<file path="src/rtl/wb_sram_pkg.sv">
// Shared types and defaults for the Wishbone bridges in front of the 32x512 OpenRAM macro.
package wb_sram_pkg;

  typedef enum logic [1:0] {
    IDLE    = 2'd0,
    RD_WAIT = 2'd1,
    ACK     = 2'd2
  } state_t;

  localparam int          SRAM_ADDR_WIDTH = 9;
  localparam int          SRAM_DATA_WIDTH = 32;
  localparam int          SRAM_NUM_WMASKS = 4;
  localparam logic [31:0] SRAM_BASE_ADDR  = 32'h3000_0000;

endpackage

</file>
<file path="src/rtl/wb_sram_port0_bridge_if.sv">
// Wishbone slave signals plus macro port-0 pins; slave = bridge side, master = bus/macro side.
interface wb_sram_port0_bridge_if
  import wb_sram_pkg::*;
#(
  parameter int ADDR_WIDTH = SRAM_ADDR_WIDTH,
  parameter int DATA_WIDTH = SRAM_DATA_WIDTH,
  parameter int NUM_WMASKS = SRAM_NUM_WMASKS
);
  logic                  wbs_cyc_i;
  logic                  wbs_stb_i;
  logic                  wbs_we_i;
  logic [NUM_WMASKS-1:0] wbs_sel_i;
  logic [31:0]           wbs_adr_i;
  logic [DATA_WIDTH-1:0] wbs_dat_i;
  logic                  wbs_ack_o;
  logic                  wbs_err_o;
  logic [DATA_WIDTH-1:0] wbs_dat_o;

  logic                  sram_csb0;
  logic                  sram_web0;
  logic [NUM_WMASKS-1:0] sram_wmask0;
  logic [ADDR_WIDTH-1:0] sram_addr0;
  logic [DATA_WIDTH-1:0] sram_din0;
  logic [DATA_WIDTH-1:0] sram_dout0;

  modport slave (
    input  wbs_cyc_i, wbs_stb_i, wbs_we_i, wbs_sel_i, wbs_adr_i, wbs_dat_i, sram_dout0,
    output wbs_ack_o, wbs_err_o, wbs_dat_o,
    output sram_csb0, sram_web0, sram_wmask0, sram_addr0, sram_din0
  );

  modport master (
    output wbs_cyc_i, wbs_stb_i, wbs_we_i, wbs_sel_i, wbs_adr_i, wbs_dat_i, sram_dout0,
    input  wbs_ack_o, wbs_err_o, wbs_dat_o,
    input  sram_csb0, sram_web0, sram_wmask0, sram_addr0, sram_din0
  );

endinterface

</file>
<file path="src/rtl/wb_sram_addr_decode.sv">
// Combinational window decode for a 32-bit byte address: hit, word address, misalign, 64 KiB guard.
module wb_sram_addr_decode
  import wb_sram_pkg::*;
#(
  parameter logic [31:0] BASE_ADDR  = SRAM_BASE_ADDR,
  parameter int          ADDR_WIDTH = SRAM_ADDR_WIDTH
) (
  input  logic [31:0]           adr,
  output logic                  hit,
  output logic [ADDR_WIDTH-1:0] word_addr,
  output logic                  misalign,
  output logic                  in_guard
);

  assign hit       = (adr[31:ADDR_WIDTH+2] == BASE_ADDR[31:ADDR_WIDTH+2]);
  assign word_addr = adr[ADDR_WIDTH+1:2];
  assign misalign  = |adr[1:0];
  assign in_guard  = (adr[31:16] == BASE_ADDR[31:16]);

endmodule

</file>
<file path="src/rtl/wb_sram_port0_bridge.sv">
// Wishbone B4 classic slave driving port 0 of sky130_sram_2kbyte_1rw1r_32x512_8.
// Optional WB_SRAM_BRIDGE_ERR_EN: err on guard-window misses and misaligned accesses.
//
// state   | meaning
// IDLE    | accepting a new request; macro pins follow the bus
// RD_WAIT | read captured by macro, waiting for negedge-valid dout
// ACK     | ack (or err) high for this single cycle; macro deselected
module wb_sram_port0_bridge
  import wb_sram_pkg::*;
#(
  parameter logic [31:0] BASE_ADDR  = SRAM_BASE_ADDR,
  parameter int          ADDR_WIDTH = SRAM_ADDR_WIDTH,
  parameter int          DATA_WIDTH = SRAM_DATA_WIDTH,
  parameter int          NUM_WMASKS = SRAM_NUM_WMASKS
) (
  input logic                   wb_clk_i,
  input logic                   wb_rst_i,
  wb_sram_port0_bridge_if.slave bus
);

  logic                  hit;
  logic                  misalign;
  logic                  in_guard;
  logic [ADDR_WIDTH-1:0] word_addr;

  state_t                state_q, state_d;
  logic                  ack_q, ack_d;
  logic                  err_q, err_d;
  logic [DATA_WIDTH-1:0] dat_q, dat_d;

  logic                  stb_idle;
  logic                  req;
  logic                  err_req;

  wb_sram_addr_decode #(
    .BASE_ADDR  (BASE_ADDR),
    .ADDR_WIDTH (ADDR_WIDTH)
  ) u_decode (
    .adr       (bus.wbs_adr_i),
    .hit       (hit),
    .word_addr (word_addr),
    .misalign  (misalign),
    .in_guard  (in_guard)
  );

  // Gating with reset keeps the macro deselected while reset is held, even if the bus is busy.
  assign stb_idle = bus.wbs_cyc_i & bus.wbs_stb_i & (state_q == IDLE) & ~wb_rst_i;

`ifdef WB_SRAM_BRIDGE_ERR_EN
  assign req     = stb_idle & hit & ~misalign;
  assign err_req = stb_idle & ((in_guard & ~hit) | (hit & misalign));
`else
  logic unused_err_decode;
  assign unused_err_decode = misalign ^ in_guard;
  assign req     = stb_idle & hit;
  assign err_req = 1'b0;
`endif

  assign bus.sram_csb0   = ~req;
  assign bus.sram_web0   = ~(req & bus.wbs_we_i);
  assign bus.sram_wmask0 = (req & bus.wbs_we_i) ? bus.wbs_sel_i : '0;
  assign bus.sram_addr0  = word_addr;
  assign bus.sram_din0   = bus.wbs_dat_i;

  assign bus.wbs_ack_o = ack_q;
  assign bus.wbs_err_o = err_q;
  assign bus.wbs_dat_o = dat_q;

  always_ff @(posedge wb_clk_i or posedge wb_rst_i) begin
    if (wb_rst_i) begin
      state_q <= IDLE;
      ack_q   <= 1'b0;
      err_q   <= 1'b0;
      dat_q   <= '0;
    end else begin
      state_q <= state_d;
      ack_q   <= ack_d;
      err_q   <= err_d;
      dat_q   <= dat_d;
    end
  end

  always_comb begin
    state_d = state_q;
    ack_d   = 1'b0;
    err_d   = 1'b0;
    dat_d   = dat_q;
    case (state_q)
      IDLE: begin
        if (req) begin
          if (bus.wbs_we_i) begin
            state_d = ACK;
            ack_d   = 1'b1;
          end else begin
            state_d = RD_WAIT;
          end
        end else if (err_req) begin
          state_d = ACK;
          err_d   = 1'b1;
        end
      end
      RD_WAIT: begin
        // Dropping cyc here abandons the read; the captured macro read is simply ignored.
        if (bus.wbs_cyc_i) begin
          dat_d   = bus.sram_dout0;
          ack_d   = 1'b1;
          state_d = ACK;
        end else begin
          state_d = IDLE;
        end
      end
      ACK:     state_d = IDLE;
      default: state_d = IDLE;
    endcase
  end

endmodule

</file>
<file path="src/flat_wrapper.sv">
// flat-port wrapper written by rule: the top's interface ports become plain ports
module wb_sram_port0_bridge_flat import wb_sram_pkg::*;
#(
  parameter logic [31:0] BASE_ADDR  = SRAM_BASE_ADDR,
  parameter int          ADDR_WIDTH = SRAM_ADDR_WIDTH,
  parameter int          DATA_WIDTH = SRAM_DATA_WIDTH,
  parameter int          NUM_WMASKS = SRAM_NUM_WMASKS
)
  (wb_clk_i, wb_rst_i, bus_wbs_cyc_i, bus_wbs_stb_i, bus_wbs_we_i, bus_wbs_sel_i, bus_wbs_adr_i, bus_wbs_dat_i, bus_sram_dout0, bus_wbs_ack_o, bus_wbs_err_o, bus_wbs_dat_o, bus_sram_csb0, bus_sram_web0, bus_sram_wmask0, bus_sram_addr0, bus_sram_din0);
  wb_sram_port0_bridge_if #(.ADDR_WIDTH(ADDR_WIDTH), .DATA_WIDTH(DATA_WIDTH), .NUM_WMASKS(NUM_WMASKS)) bus_i ();
  input logic wb_clk_i;
  input logic wb_rst_i;
  input wire logic [$bits(bus_i.wbs_cyc_i)-1:0] bus_wbs_cyc_i;
  input wire logic [$bits(bus_i.wbs_stb_i)-1:0] bus_wbs_stb_i;
  input wire logic [$bits(bus_i.wbs_we_i)-1:0] bus_wbs_we_i;
  input wire logic [$bits(bus_i.wbs_sel_i)-1:0] bus_wbs_sel_i;
  input wire logic [$bits(bus_i.wbs_adr_i)-1:0] bus_wbs_adr_i;
  input wire logic [$bits(bus_i.wbs_dat_i)-1:0] bus_wbs_dat_i;
  input wire logic [$bits(bus_i.sram_dout0)-1:0] bus_sram_dout0;
  output wire logic [$bits(bus_i.wbs_ack_o)-1:0] bus_wbs_ack_o;
  output wire logic [$bits(bus_i.wbs_err_o)-1:0] bus_wbs_err_o;
  output wire logic [$bits(bus_i.wbs_dat_o)-1:0] bus_wbs_dat_o;
  output wire logic [$bits(bus_i.sram_csb0)-1:0] bus_sram_csb0;
  output wire logic [$bits(bus_i.sram_web0)-1:0] bus_sram_web0;
  output wire logic [$bits(bus_i.sram_wmask0)-1:0] bus_sram_wmask0;
  output wire logic [$bits(bus_i.sram_addr0)-1:0] bus_sram_addr0;
  output wire logic [$bits(bus_i.sram_din0)-1:0] bus_sram_din0;
  assign bus_i.wbs_cyc_i = bus_wbs_cyc_i;
  assign bus_i.wbs_stb_i = bus_wbs_stb_i;
  assign bus_i.wbs_we_i = bus_wbs_we_i;
  assign bus_i.wbs_sel_i = bus_wbs_sel_i;
  assign bus_i.wbs_adr_i = bus_wbs_adr_i;
  assign bus_i.wbs_dat_i = bus_wbs_dat_i;
  assign bus_i.sram_dout0 = bus_sram_dout0;
  assign bus_wbs_ack_o = bus_i.wbs_ack_o;
  assign bus_wbs_err_o = bus_i.wbs_err_o;
  assign bus_wbs_dat_o = bus_i.wbs_dat_o;
  assign bus_sram_csb0 = bus_i.sram_csb0;
  assign bus_sram_web0 = bus_i.sram_web0;
  assign bus_sram_wmask0 = bus_i.sram_wmask0;
  assign bus_sram_addr0 = bus_i.sram_addr0;
  assign bus_sram_din0 = bus_i.sram_din0;
  wb_sram_port0_bridge #(.BASE_ADDR(BASE_ADDR), .ADDR_WIDTH(ADDR_WIDTH), .DATA_WIDTH(DATA_WIDTH), .NUM_WMASKS(NUM_WMASKS)) u_core (.wb_clk_i(wb_clk_i), .wb_rst_i(wb_rst_i), .bus(bus_i));
endmodule
</file>
<file path="config.mk">
export PLATFORM = sky130hd
export DESIGN_NAME = wb_sram_port0_bridge_flat
export DESIGN_NICKNAME = d
export VERILOG_FILES = /design/src/rtl/wb_sram_pkg.sv /design/src/rtl/wb_sram_port0_bridge_if.sv /design/src/rtl/wb_sram_addr_decode.sv /design/src/rtl/wb_sram_port0_bridge.sv /design/src/flat_wrapper.sv
export SDC_FILE = /design/constraint.sdc
export NUM_CORES = 1
export LEC_CHECK = 0
export CORE_MARGIN = 2
export CORE_UTILIZATION = 30
export CTS_BUF_LIST = sky130_fd_sc_hd__clkbuf_8
export DETAILED_ROUTE_END_ITERATION = 10
export HOLD_SLACK_MARGIN = 0.03
export PLACE_DENSITY = 0.83
export SLEW_MARGIN = 20
export SYNTH_ARGS = -nofsm -noshare
export SYNTH_HDL_FRONTEND = slang
export SYNTH_SLANG_ARGS = --single-unit
</file>
<file path="constraint.sdc">
create_clock -name wb_clk_i -period 3.17 [get_ports wb_clk_i]
set_input_delay 0.634 -clock wb_clk_i [delete_from_list [all_inputs] [get_ports wb_clk_i]]
set_output_delay 0.634 -clock wb_clk_i [all_outputs]
set_load 0.05 [all_outputs]
</file>
==> results by group, run 1 <==
Status
  • Outcome: complete, no violations

Synthesis
  • Total nets after synthesis: 245
  • Area leader, netlist: dfrtp_1
  • Synth Flop Type: dfrtp_1
  • Top-count cell post-synth: buf_4
  • Syn Std Cell Area: 1790 um2
  • Post-synth ARST share: 1.00
  • Top cell type's share of synthesized area: 0.488
  • Post-synth top cells: buf_4 (42), dfrtp_1 (35), mux2_2 (32)
  • Synth Register Bits: 35
  • Top post-synthesis cells by area: dfrtp_1 (49%), mux2_2 (20%), buf_4 (18%), nor4_4 (2.4%), nor4b_4 (1.3%)
  • Synth Instances: 140
  • Post-synth EDFFs: 0
  • Number of distinct library cells after synthesis: 21
  • Seq/Total Area, Yosys: 0.488
  • Mapped Avg Cell Area: 12.8 um2
  • Ys Warns: 0

Clock network
  • Post_cts resized: 0
  • Worst skew pair latency: 0.27 ns
  • Clk root buf: clkbuf_8
  • CTS tree: yes
  • Clock H-tree levels: 2
  • Clock tree buffer depth: 2
  • Cts hold-fix bufs: 0
  • CTS buffer count: 5
  • Setup bufs post-CTS: 0
  • Clock slew at reported path FFs: 0.06 ns
  • # clock sinks: 35

Final layout
  • Layout area overhead: 49.0%
  • Number of diodes: 0
  • Nets@finish: 308
  • Fin area: 2670 um2
  • Post-route insts no fill: 277
  • Share of layout cells above drive strength 1: 0.252
  • Final core occ: 0.457

Place
  • DP Worst Slack: 0.210 ns
  • Final RePlAce weighted congestion: 0.713
  • DP Area: 2600 um2
  • Port-buffer cells: 100
  • Dpl hpwl: 3040 um
  • Dpl cells: 271

Worst setup path
  • Crit path DAT: 2.34 ns
  • Crit path launch: bus_wbs_adr_i[22]
  • CP max FO: 7
  • CP peak stage delay: 0.40 ns
  • Endpoint class of the critical path: output pin
  • CP Capture Point: bus_sram_wmask0[3]
  • Reg2Reg Setup Slack: 1.54 ns
  • Slowest CP cell: clkdlybuf4s50_1
  • Crit path kind: in -> out
  • Crit. path cell count: 5
  • Critical Path RT: 2.54 ns
  • Crit-path leading delay family: simple AND/OR/NAND/NOR gates
  • FF-to-FF End: u_core.bus.wbs_dat_o[28]$_DFFE_PP0P_
  • Cells along the critical path: clkdlybuf4s50_1 > nor4b_1 > nand4_1 > nor3_1 > buf_12
  • Buf/Inv on CP: 2
  • R2R Path Start: u_core.state_q[1]$_DFFE_PP0P_
  • Startpoint types: input pin
  • R2R cell count: 3

Flow run
  • Max Cap Violations: 0

Floorplan
  • Die X-Extent: 81.3 um
  • Core area: 5850 um2
  • Die ar.: 6620 um2
  • # IOs: 186
  • Starting Density: 0.307
  • Die H: 81.3 um
  • # rows: 28

Drt
  • DR pass1 iterations: 4
  • Post-DR vias/cell: 4.40
  • Routed wire length per instance: 13.6 um
  • Remaining antenna violation count: 0
  • Detailed-route via count: 1218
  • Final wirelength: 3780 um
  • DRC: 0
  • Initial DRC count: 8

STA
  • Final setup vio count: 0
  • Final setup TNS: 0 ns
  • Fin. Hold Viols: 0
  • Final worst-path cycle share: 0.939
  • Peak Freq: 336 MHz
  • Hold slack: 0.503 ns
  • Min Tclk post-route: 2.98 ns
  • Skew final: 0.00397 ns
  • RSZ-0062 raised after global routing: no
  • PnR worst setup slack: 0.194 ns
  • Slew Viols, Final: 0
  • Rel. slew slack: 0.492
  • Worst slew pin tran: 0.759 ns

Global routing
  • Largest net degree at the start of global routing: 36
  • Global-route usage over all layers: 0.113
  • Initial antenna violation count: 0
  • First-pass GRT wire length: 5780 um
  • Vias in the first global route: 1340
  • GRT overflow: 0

Power
  • VDD IR max: 0.000167 V
  • Pwr Total: 0.822 mW
  • Leak: 1.19 nW
  • Pwr dens: 308 nW/um2

Hold path
  • Hold/Removal Path Class: reg -> reg
[placed cells by master, fill, tap and decap left out, types with 2 or more instances in the layout]
cell,synthesis,routed
or3_1,2,2
inv_1,5,6
clkdlybuf4s50_1,0,94
clkbuf_8,0,5
dfrtp_1,35,35
nor4_1,2,2
mux2_2,32,32
nor4_4,2,2
o21ai_0,2,2
buf_12,0,4
buf_4,42,3
nor3_1,4,4
[area by class of cell]
type	count	area, um2
clock buffers	5	68.8
clock inverters	1	3.75
fillers	536	3180
inverters	5	18.8
multi-input cells	55	569
flip-flops and latches	35	876
well taps	75	93.8
repair buffers	101	1040
[cells by family (layout without fill, tap and decap cells)]
| family | after synthesis | in the layout | share of synthesized area |
|---|---|---|---|
| other cells | 1 | 1 | 0.00209 |
| buf+inv | 50 | 112 | 0.195 |
| simple gates | 20 | 20 | 0.109 |
| flops | 35 | 35 | 0.488 |
| mux | 32 | 32 | 0.201 |
| compound gates | 2 | 2 | 0.00558 |
[flip-flops by register name, summed over array words and instances (netlist names)]
signal and cells:
u_core.bus.wbs_ack_o 1, u_core.state_q 2, u_core.bus.wbs_dat_o 32
[metal layers]
metal | track usage | vias up | wire length [um]
met1 | 0.115 | 576 | 1330
met2 | 0.201 | 70 | 2000
met3 | 0.0467 | 12 | 389
li1 | - | 560 | -
met5 | 0 | - | 0
met4 | 0.0508 | 0 | 59
[where the power goes]
part	internal, mW	switching, mW	total, mW
clock	0.143	0.133	0.276
sequential	0.447	0.000000179	0.447
combinational	0.0712	0.0284	0.0996
total	0.661	0.162	0.822
[how the worst min path moves through the flow]
stage	startpoint	depth (start not counted)	end	slack, ns
after floorplan	u_core.state_q[1]$_DFFE_PP0P_	2	u_core.state_q[0]$_DFFE_PP0P_	0.50
after global placement	u_core.bus.wbs_dat_o[30]$_DFFE_PP0P_	1	u_core.bus.wbs_dat_o[30]$_DFFE_PP0P_	0.49
final	u_core.bus.wbs_dat_o[6]$_DFFE_PP0P_	1	u_core.bus.wbs_dat_o[6]$_DFFE_PP0P_	0.50
after CTS	u_core.bus.wbs_dat_o[11]$_DFFE_PP0P_	1	u_core.bus.wbs_dat_o[11]$_DFFE_PP0P_	0.51
after detailed placement	u_core.bus.wbs_dat_o[18]$_DFFE_PP0P_	1	u_core.bus.wbs_dat_o[18]$_DFFE_PP0P_	0.49
after global routing	u_core.bus.wbs_dat_o[0]$_DFFE_PP0P_	1	u_core.bus.wbs_dat_o[0]$_DFFE_PP0P_	0.52
[worst reg2reg max path, stage by stage, from the launching register on]
cell	delay, ns
dfrtp_1	0.39
nor2b_2	0.19
nand2_2	0.47
mux2_2	0.47
No activity file was read; power rests on OpenSTA's default activity.
==> inputs of run 2 (changes only) <==
Settings changed: HOLD_SLACK_MARGIN 0.03 to unset, TNS_END_PERCENT set to 20.
==> results of run 2 <==
The final DEF is identical to that of run 1; final timing and power are the same.
==> inputs of run 3 (changes only) <==
Settings changed: CORE_ASPECT_RATIO set to 0.6.
==> results by group, run 3 (synthesis gave the netlist of run 1 again) <==
STA
  • Final setup vio count: 0
  • Peak Freq: 335 MHz
  • Rel. slew slack: 0.471
  • PnR worst setup slack: 0.189 ns
  • Min Tclk post-route: 2.98 ns
  • Slew Viols, Final: 0
  • Final worst-path cycle share: 0.940
  • RSZ-0062 raised after global routing: yes
  • Fin. Hold Viols: 0
  • Skew final: 0.00305 ns
  • Worst slew pin tran: 0.791 ns

Power
  • Sw frac: 0.202
  • Flop pwr share: 0.518
  • Power share of the combinational group: 0.116
  • Sw Pwr: 0.175 mW
  • Leak: 1.20 nW
  • Pwr dens: 320 nW/um2
  • Pwr Total: 0.862 mW
  • Int Power: 0.688 mW
  • Clock share of power: 0.366
  • VDD IR max: 0.000132 V

Final layout
  • Commonest non-fill, non-tap cell in the layout: clkdlybuf4s50_1
  • Filler Cells Inserted: 554
  • Share of layout cells above drive strength 1: 0.261
  • Number of diodes: 0
  • Layout area overhead: 50.2%
  • Most frequent cells in the layout: clkdlybuf4s50_1 (94), dfrtp_1 (35), mux2_2 (32)
  • Nets@finish: 308
  • Max FFs per register: 32

Floorplan
  • Die H: 63.9 um
  • # rows: 21
  • Core area: 5680 um2
  • Die ar.: 6640 um2
  • Starting Density: 0.316
  • Die X-Extent: 104 um
  • # IOs: 186

Clock network
  • # clock sinks: 35
  • Clock slew at reported path FFs: 0.06 ns
  • Clk root buf: clkbuf_8
  • Cts hold-fix bufs: 0
  • Setup bufs post-CTS: 0
  • CTS buffer count: 5
  • Post_cts resized: 0
  • CTS tree: yes
  • Worst skew pair latency: 0.27 ns
  • Clock tree buffer depth: 2
  • Clock H-tree levels: 2

Worst setup path
  • CP max FO: 7
  • Cells along the critical path: clkdlybuf4s50_1 > nor4b_1 > nand4_1 > nor3_1 > buf_12
  • Buf/Inv on CP: 2
  • Crit. path cell count: 5
  • Crit-path leading delay family: simple AND/OR/NAND/NOR gates
  • Critical Path RT: 2.54 ns
  • Slowest CP cell: clkdlybuf4s50_1
  • Endpoint class of the critical path: output pin
  • CP peak stage delay: 0.40 ns
  • R2R cell count: 3
  • Crit path DAT: 2.35 ns
  • Crit path kind: in -> out
  • Startpoint types: input pin

Global routing
  • Initial antenna violation count: 0
  • GRT overflow: 0
  • Largest net degree at the start of global routing: 35
  • Global-route usage over all layers: 0.131
  • Vias in the first global route: 1304
  • First-pass GRT wire length: 6730 um

Drt
  • DR pass1 iterations: 4
  • Routed wire length per instance: 14.8 um
  • Remaining antenna violation count: 0
  • Post-DR vias/cell: 4.35
  • Initial DRC count: 11
  • Detailed-route via count: 1231
  • DRC: 0
  • Final wirelength: 4200 um

Place
  • DP Worst Slack: 0.194 ns
  • Dpl hpwl: 3350 um
  • Final RePlAce weighted congestion: 0.645
  • Port-buffer cells: 100

Flow run
  • Max Cap Violations: 0

Hold path
  • Hold/Removal Path Class: reg -> reg
  • Hold Path Stages: 1

Status
  • Outcome: complete, no violations
[run 3: worst paths after layout]
path / end / slack, ns / from
min in group asynchronous: u_core.bus.wbs_dat_o[26]$_DFFE_PP0P_ / 0.84 / wb_rst_i
setup / recovery: bus_sram_wmask0[0] / 0.19 / bus_wbs_adr_i[22]
max in group asynchronous: u_core.bus.wbs_dat_o[1]$_DFFE_PP0P_ / 1.63 / wb_rst_i
hold reg to reg: u_core.bus.wbs_dat_o[21]$_DFFE_PP0P_ / 0.51 / u_core.bus.wbs_dat_o[21]$_DFFE_PP0P_
hold / removal: u_core.bus.wbs_dat_o[21]$_DFFE_PP0P_ / 0.51 / u_core.bus.wbs_dat_o[21]$_DFFE_PP0P_
setup reg to reg: u_core.bus.wbs_dat_o[30]$_DFFE_PP0P_ / 1.46 / u_core.state_q[1]$_DFFE_PP0P_
[run 3: power groups by stage]
stage / Clock [mW] / Sequential, mW / Combinational [mW]
finish: 0.316 / 0.447 / 0.100
global route: 0.360 / 0.446 / 0.109
CTS: 0.335 / 0.446 / 0.102
detailed placement: 0 / 0.455 / 0.101
global placement: 0 / 0.455 / 0.100
floorplan: 0 / 0.455 / 0.158
[run 3: routing by layer]
layer	share of wire	global-route usage	vias to the layer above
met3	0.16	0.113	0
met5	0	0	-
met4	0	0.0253	0
met2	0.42	0.169	90
li1	-	-	557
met1	0.42	0.163	584
[run 3: stage by stage]
step	area [um2]	utilization	cells	hold WS, ns	TNS, ns
final	2700	0.475	283	0.507	0
after global placement	2610	0.459	276	0.486	0
after detailed placement	2610	0.459	276	0.496	0
after floorplan	1790	-	140	0.504	0
after CTS	2700	0.475	283	0.512	0
after global routing	2700	0.475	283	0.520	-0.358
[run 3: cell type report]
| class | instances | area (um2) | share of cell area |
|---|---|---|---|
| repair buffers | 101 | 1040 | 0.387 |
| inverters | 5 | 18.8 | 0.00696 |
| clock inverters | 1 | 5.00 | 0.00186 |
| flip-flops and latches | 35 | 876 | 0.325 |
| clock buffers | 6 | 82.6 | 0.0306 |
| well taps | 80 | 100 | 0.0371 |
| multi-input cells | 55 | 569 | 0.211 |
==> RTL change 1, RTL diff (config.mk and constraints of run 1) <==
Change the package constant `SRAM_NUM_WMASKS` from 4 to 3.
--- a/src/rtl/wb_sram_pkg.sv
+++ b/src/rtl/wb_sram_pkg.sv
@@ -9,7 +9,7 @@
 
   localparam int          SRAM_ADDR_WIDTH = 9;
   localparam int          SRAM_DATA_WIDTH = 32;
-  localparam int          SRAM_NUM_WMASKS = 4;
+  localparam int          SRAM_NUM_WMASKS = 3;
   localparam logic [31:0] SRAM_BASE_ADDR  = 32'h3000_0000;
 
 endpackage
Interface: changed (resized bus_sram_wmask0 and bus_wbs_sel_i); port bits go from 186 to 184. No check against the original RTL was run, so the function may have changed too.
==> RTL change 1 against run 1 <==
Non-clock buffer count down 2. Worst setup slack better by 140 ps. Cell count is 0.72% lower. Global-route usage about the same. Routed wire length fell by 2.8%. Total power rose by 8.1%. Synthesized area is 0.14% lower. Final area fell by 0.19%. Register-to-register slack got worse by 50 ps. Sequential cell count stayed put. Via count down 2.1%. Critical path type unchanged.
==> RTL change 1: results (changes against run 1) <==
dpl ws=319 ps (+109 ps); final-layout fill cell count=540 (+0.75%); Final GP Congestion=0.693 (-2.8%); Mapped Cells=138 (-1.4%); Inst Count DP=267 (-1.5%); Port Buffer Count=98 (-2.0%); antenna fix cells=0 (unchanged); number of distinct library cell variants in the gate-level netlist after synthesis=20 (-4.8%); Worst Skew=2.69 ps (-1.28 ps); net count of the mapped netlist=242 (-1.2%); Max FO, Critical Path=8 (+1); total global-route track usage=0.113 (about the same); top post-synthesis cells by area=dfrtp_1 (49%), mux2_2 (20%), buf_4 (18%), nor4_4 (2.4%), nor4b_2 (1.7%); Final #Nets=303 (-1.6%); number of global-route vias before repair=1,271 (-5.1%); Pre-antenna DRT Iters=2 (-2); number of DRC markers after the initial detailed-route iteration=13 (+5); clock latency at the later pin of the worst-skew pair=280 ps; post-synthesis adder-cell area fraction=0 (unchanged); global-route wire length before repair=5670 um (-1.9%); share of synthesized area spent on multiplexers=0.201 (+0.000280); largest net degree at the start of global routing=36 (unchanged); Critical Path AT=2210 ps (-130 ps); non-filler cells, final=275 (-0.72%); most used standard cells in the synthesized netlist=buf_4 (42), dfrtp_1 (35), mux2_2 (32), inv_1 (4); share of the synthesized area in compound gates (AO/OA/AOI/OAI)=0.00559 (+0.00000779); Worst Hold Class=flop to flop; Leak=1.19 nW (-0.11%); routed length per instance=13.4 um (-2.1%); result of the run=finished clean; proportion of synthesized chip area in sequential cells=0.489 (+0.000682); fraction of layout instances using a drive strength above 1=0.270 (+0.0175); transition time of the tightest slew-check pin=777 ps (+18.3 ps); maximum ir drop on the vdd rail=0.000218 V (+31%); area enclosed by the die boundary=6610 um2 (-0.14%); HPWL after DPL=2910 um (-4.4%); clock root buffer master=clkbuf_8
==> RTL change 1: cell types whose count changed in the layout (fill, tap and decap cells not counted) <==
cell,run 1,this run
clkbuf_8,5,7
buf_12,4,3
clkdlybuf4s50_1,94,93
inv_1,6,5
nor3_1,4,3
nor4b_1,1,0
nor4b_2,1,2
or2_1,1,0
or2_2,0,1
==> RTL change 1: stage by stage <==
| stage | utilization | instance area, um2 |
|---|---|---|
| 4_1_cts | 0.456 | 2670 |
| 6_report | 0.456 | 2670 |
| 5_1_grt | 0.456 | 2670 |
| 3_3_place_gp | 0.439 | 2570 |
| 3_5_place_dp | 0.439 | 2570 |
| 2_1_floorplan | - | 1790 |
==> RTL change 1: cell families (layout without fill, tap and decap cells) <==
family                 Yosys count  count (layout)
buffers and inverters           49             111
AOI/OAI and AO/OA                2               2
muxes                           32              32
DFF                             35              35
and+or+nand+nor                 19              19
other                            1               1
==> RTL change 1: cell type report <==
cell class,count,area [um2],area share
Inverter,4,15.0,0.00563
Multi-Input combinational cell,54,571,0.214
Clock inverter,1,3.75,0.00141
Tap cell,75,93.8,0.0352
Sequential cell,35,876,0.328
Timing Repair Buffer,99,1010,0.380
Clock buffer,7,96.3,0.0361
==> RTL change 1: path summary, 6_finish.rpt <==
check	startpoint	end	slack, ps	depth (start not counted)
setup / recovery	bus_wbs_adr_i[13]	bus_sram_csb0	330	5
hold / removal	u_core.bus.wbs_dat_o[4]	u_core.bus.wbs_dat_o[4]	510	1
setup reg to reg	u_core.state_q[1]	u_core.bus.wbs_dat_o[19]	1490	3
hold reg to reg	u_core.bus.wbs_dat_o[4]	u_core.bus.wbs_dat_o[4]	510	1
max in group asynchronous	wb_rst_i	u_core.bus.wbs_dat_o[9]	2030	3
min in group asynchronous	wb_rst_i	u_core.bus.wbs_dat_o[30]	840	3
==> RTL change 1: where the power goes <==
| part | switching, mW | leakage, nW | internal (mW) |
|---|---|---|---|
| registers | 0.000000181 | 0.489 | 0.446 |
| clock network | 0.148 | 0.0557 | 0.195 |
| logic | 0.0286 | 0.646 | 0.0703 |
==> RTL change 1: worst max-delay path: stages <==
cell,delay (ps)
clkdlybuf4s50_1,450
nor4_4,350
nand4_4,180
or3_1,400
buf_4,190
==> RTL change 1: routing by layer <==
layer | wire [um] | track usage | vias up | part of all wire
li1 | - | - | 547 | -
met2 | 2030 | 0.208 | 67 | 0.55
met4 | 42 | 0.0508 | 0 | 0.011
met1 | 1210 | 0.106 | 570 | 0.33
met3 | 385 | 0.0511 | 8 | 0.10
met5 | 0 | 0 | - | 0
==> RTL change 2, RTL diff (flow settings as in run 1) <==
Made on the original files. Take the reset off `dat_q` and load it in a clocked block of its own.
--- a/src/rtl/wb_sram_port0_bridge.sv
+++ b/src/rtl/wb_sram_port0_bridge.sv
@@ -71,13 +71,15 @@
       state_q <= IDLE;
       ack_q   <= 1'b0;
       err_q   <= 1'b0;
-      dat_q   <= '0;
     end else begin
       state_q <= state_d;
       ack_q   <= ack_d;
       err_q   <= err_d;
-      dat_q   <= dat_d;
     end
+  end
+
+  always_ff @(posedge wb_clk_i) begin
+    dat_q <= dat_d;
   end
 
   always_comb begin
Behaviour: differs if wb_rst_i is asserted again (counterexample within 4 cycles, from zero or initial values and one cycle with wb_rst_i high); with wb_rst_i held inactive, the same outputs for 10 cycles.
==> RTL change 2 against run 1 <==
Sequential cell count stayed put. Clock power is 39% higher. Synthesized area is 10% lower. Total power is 19% higher. Routed wire length is 3.5% lower. Register-to-register slack better by 230 ps. Final area is 4.6% lower. Worst setup slack better by 120 ps. First-iteration DRC count grew to 2.8 times the old value. Critical path type unchanged. Largest power group unchanged.
==> RTL change 2: results (changes against run 1) <==
largest net degree at the start of global routing=24 (-33%); HPWL after DPL=3020 um (-0.60%); worst min-delay path startpoint=u_core.state_q[0]; Critical Path AT=2220 ps (-120 ps); Max FO, Critical Path=9 (+2); ys flop type=edfxtp_1; global-route wire length before repair=5800 um (+0.24%); Leak=0.890 nW (-25%); net count of the mapped netlist=210 (-14%); final-layout fill cell count=454 (-15%); dpl cell area=2440 um2 (-6.3%); routed via count=1,010 (-17%); worst reg2reg startpoint=u_core.state_q[0]; Sequential Area=1040 um2 (+18%); worst r2r dst=u_core.bus.wbs_dat_o[16]; area enclosed by the die boundary=5960 um2 (-10%); global-route met3 utilization=0.0553 (+0.00863); EDFF count, synth=32 (+32); WL met3=370 um (-4.9%); share of synthesized area spent on multiplexers=0 (-0.201); number of DRC markers after the initial detailed-route iteration=22 (+14); share of the synthesized area in compound gates (AO/OA/AOI/OAI)=0.00935 (+0.00377); Final #Nets=277 (-10%); Hold Path Depth=2 (+1); routed metal-1 wire length=1310 um (-1.7%); result of the run=finished clean; clk tree area frac=0.0442 (+0.0170); met2 routed wirelength=1850 um (-7.5%); proportion of final cell area spent on non-clock buffers=0.412 (+0.0219); Avg Cell Area, Syn=15.3 um2 (+19%); number of distinct library cell variants in the gate-level netlist after synthesis=17 (-19%); fraction of synthesis flops using an asynchronous set or reset pin=0.0857 (-0.914); number of global-route vias before repair=1,108 (-17%); dpl ws=274 ps (+63.9 ps); worst-case register-to-register setup slack=1770 ps (+230 ps); top post-synthesis cells by area=edfxtp_1 (60%), buf_4 (20%), dfrtp_1 (4.7%), nor4_4 (4.0%), nor4b_4 (3.0%); transition time of the tightest slew-check pin=535 ps (-224 ps); final worst hold slack=557 ps (+54.5 ps); count of non-CTS buffers in the layout=102 (+0.99%); fraction of layout instances using a drive strength above 1=0.145 (-0.108); FFs & Latches=35 (unchanged); share of the final layout cell area in multi-input gates=0.0957 (-0.117); met1 Resource Use GR=0.127 (+0.0121)
[RTL change 2: changes by cell type after synthesis, moves of 2 or more]
cell,delta
dfrtp_1,-32
edfxtp_1,+32
mux2_2,-32
buf_2,-3
nor2_1,+2
nor4_1,-2
o21ai_0,-2
o21bai_1,+2
[RTL change 2: power by group]
part | switching, mW | internal, mW | leakage (nW) | total [mW]
registers | 0.00000000507 | 0.503 | 0.329 | 0.503
clock network | 0.151 | 0.234 | 0.0581 | 0.385
logic | 0.0236 | 0.0707 | 0.503 | 0.0943
total | 0.175 | 0.808 | 0.890 | 0.982
[RTL change 2: logic make-up after synthesis]
logic type | count (synthesis)
compound gates | 2
buf+inv | 47
simple gates | 20
flops | 35
other cells | 1
[RTL change 2: worst max path at each step]
stage,cells after the start,end,from,slack (ps)
6_report,5,bus_sram_wmask0[2],wb_rst_i,310
5_1_grt,5,bus_sram_wmask0[2],wb_rst_i,180
4_1_cts,5,bus_sram_wmask0[0],wb_rst_i,270
3_5_place_dp,5,bus_sram_wmask0[0],wb_rst_i,270
3_3_place_gp,5,bus_sram_wmask0[2],wb_rst_i,270
2_1_floorplan,3,bus_sram_wmask0[0],wb_rst_i,310
[RTL change 2: worst max-delay path, cell delays in order]
cell and delay, ps:
clkdlybuf4s50_1 470, nor4b_4 340, nand4_4 190, nor3_1 390
buf_12 190
[RTL change 2: through the flow]
| step | util | total power [mW] |
|---|---|---|
| after floorplan | - | 0.664 |
| after global placement | 0.474 | 0.605 |
| after detailed placement | 0.474 | 0.608 |
| after CTS | 0.496 | 0.995 |
| after global routing | 0.496 | 1.02 |
| final | 0.496 | 0.982 |
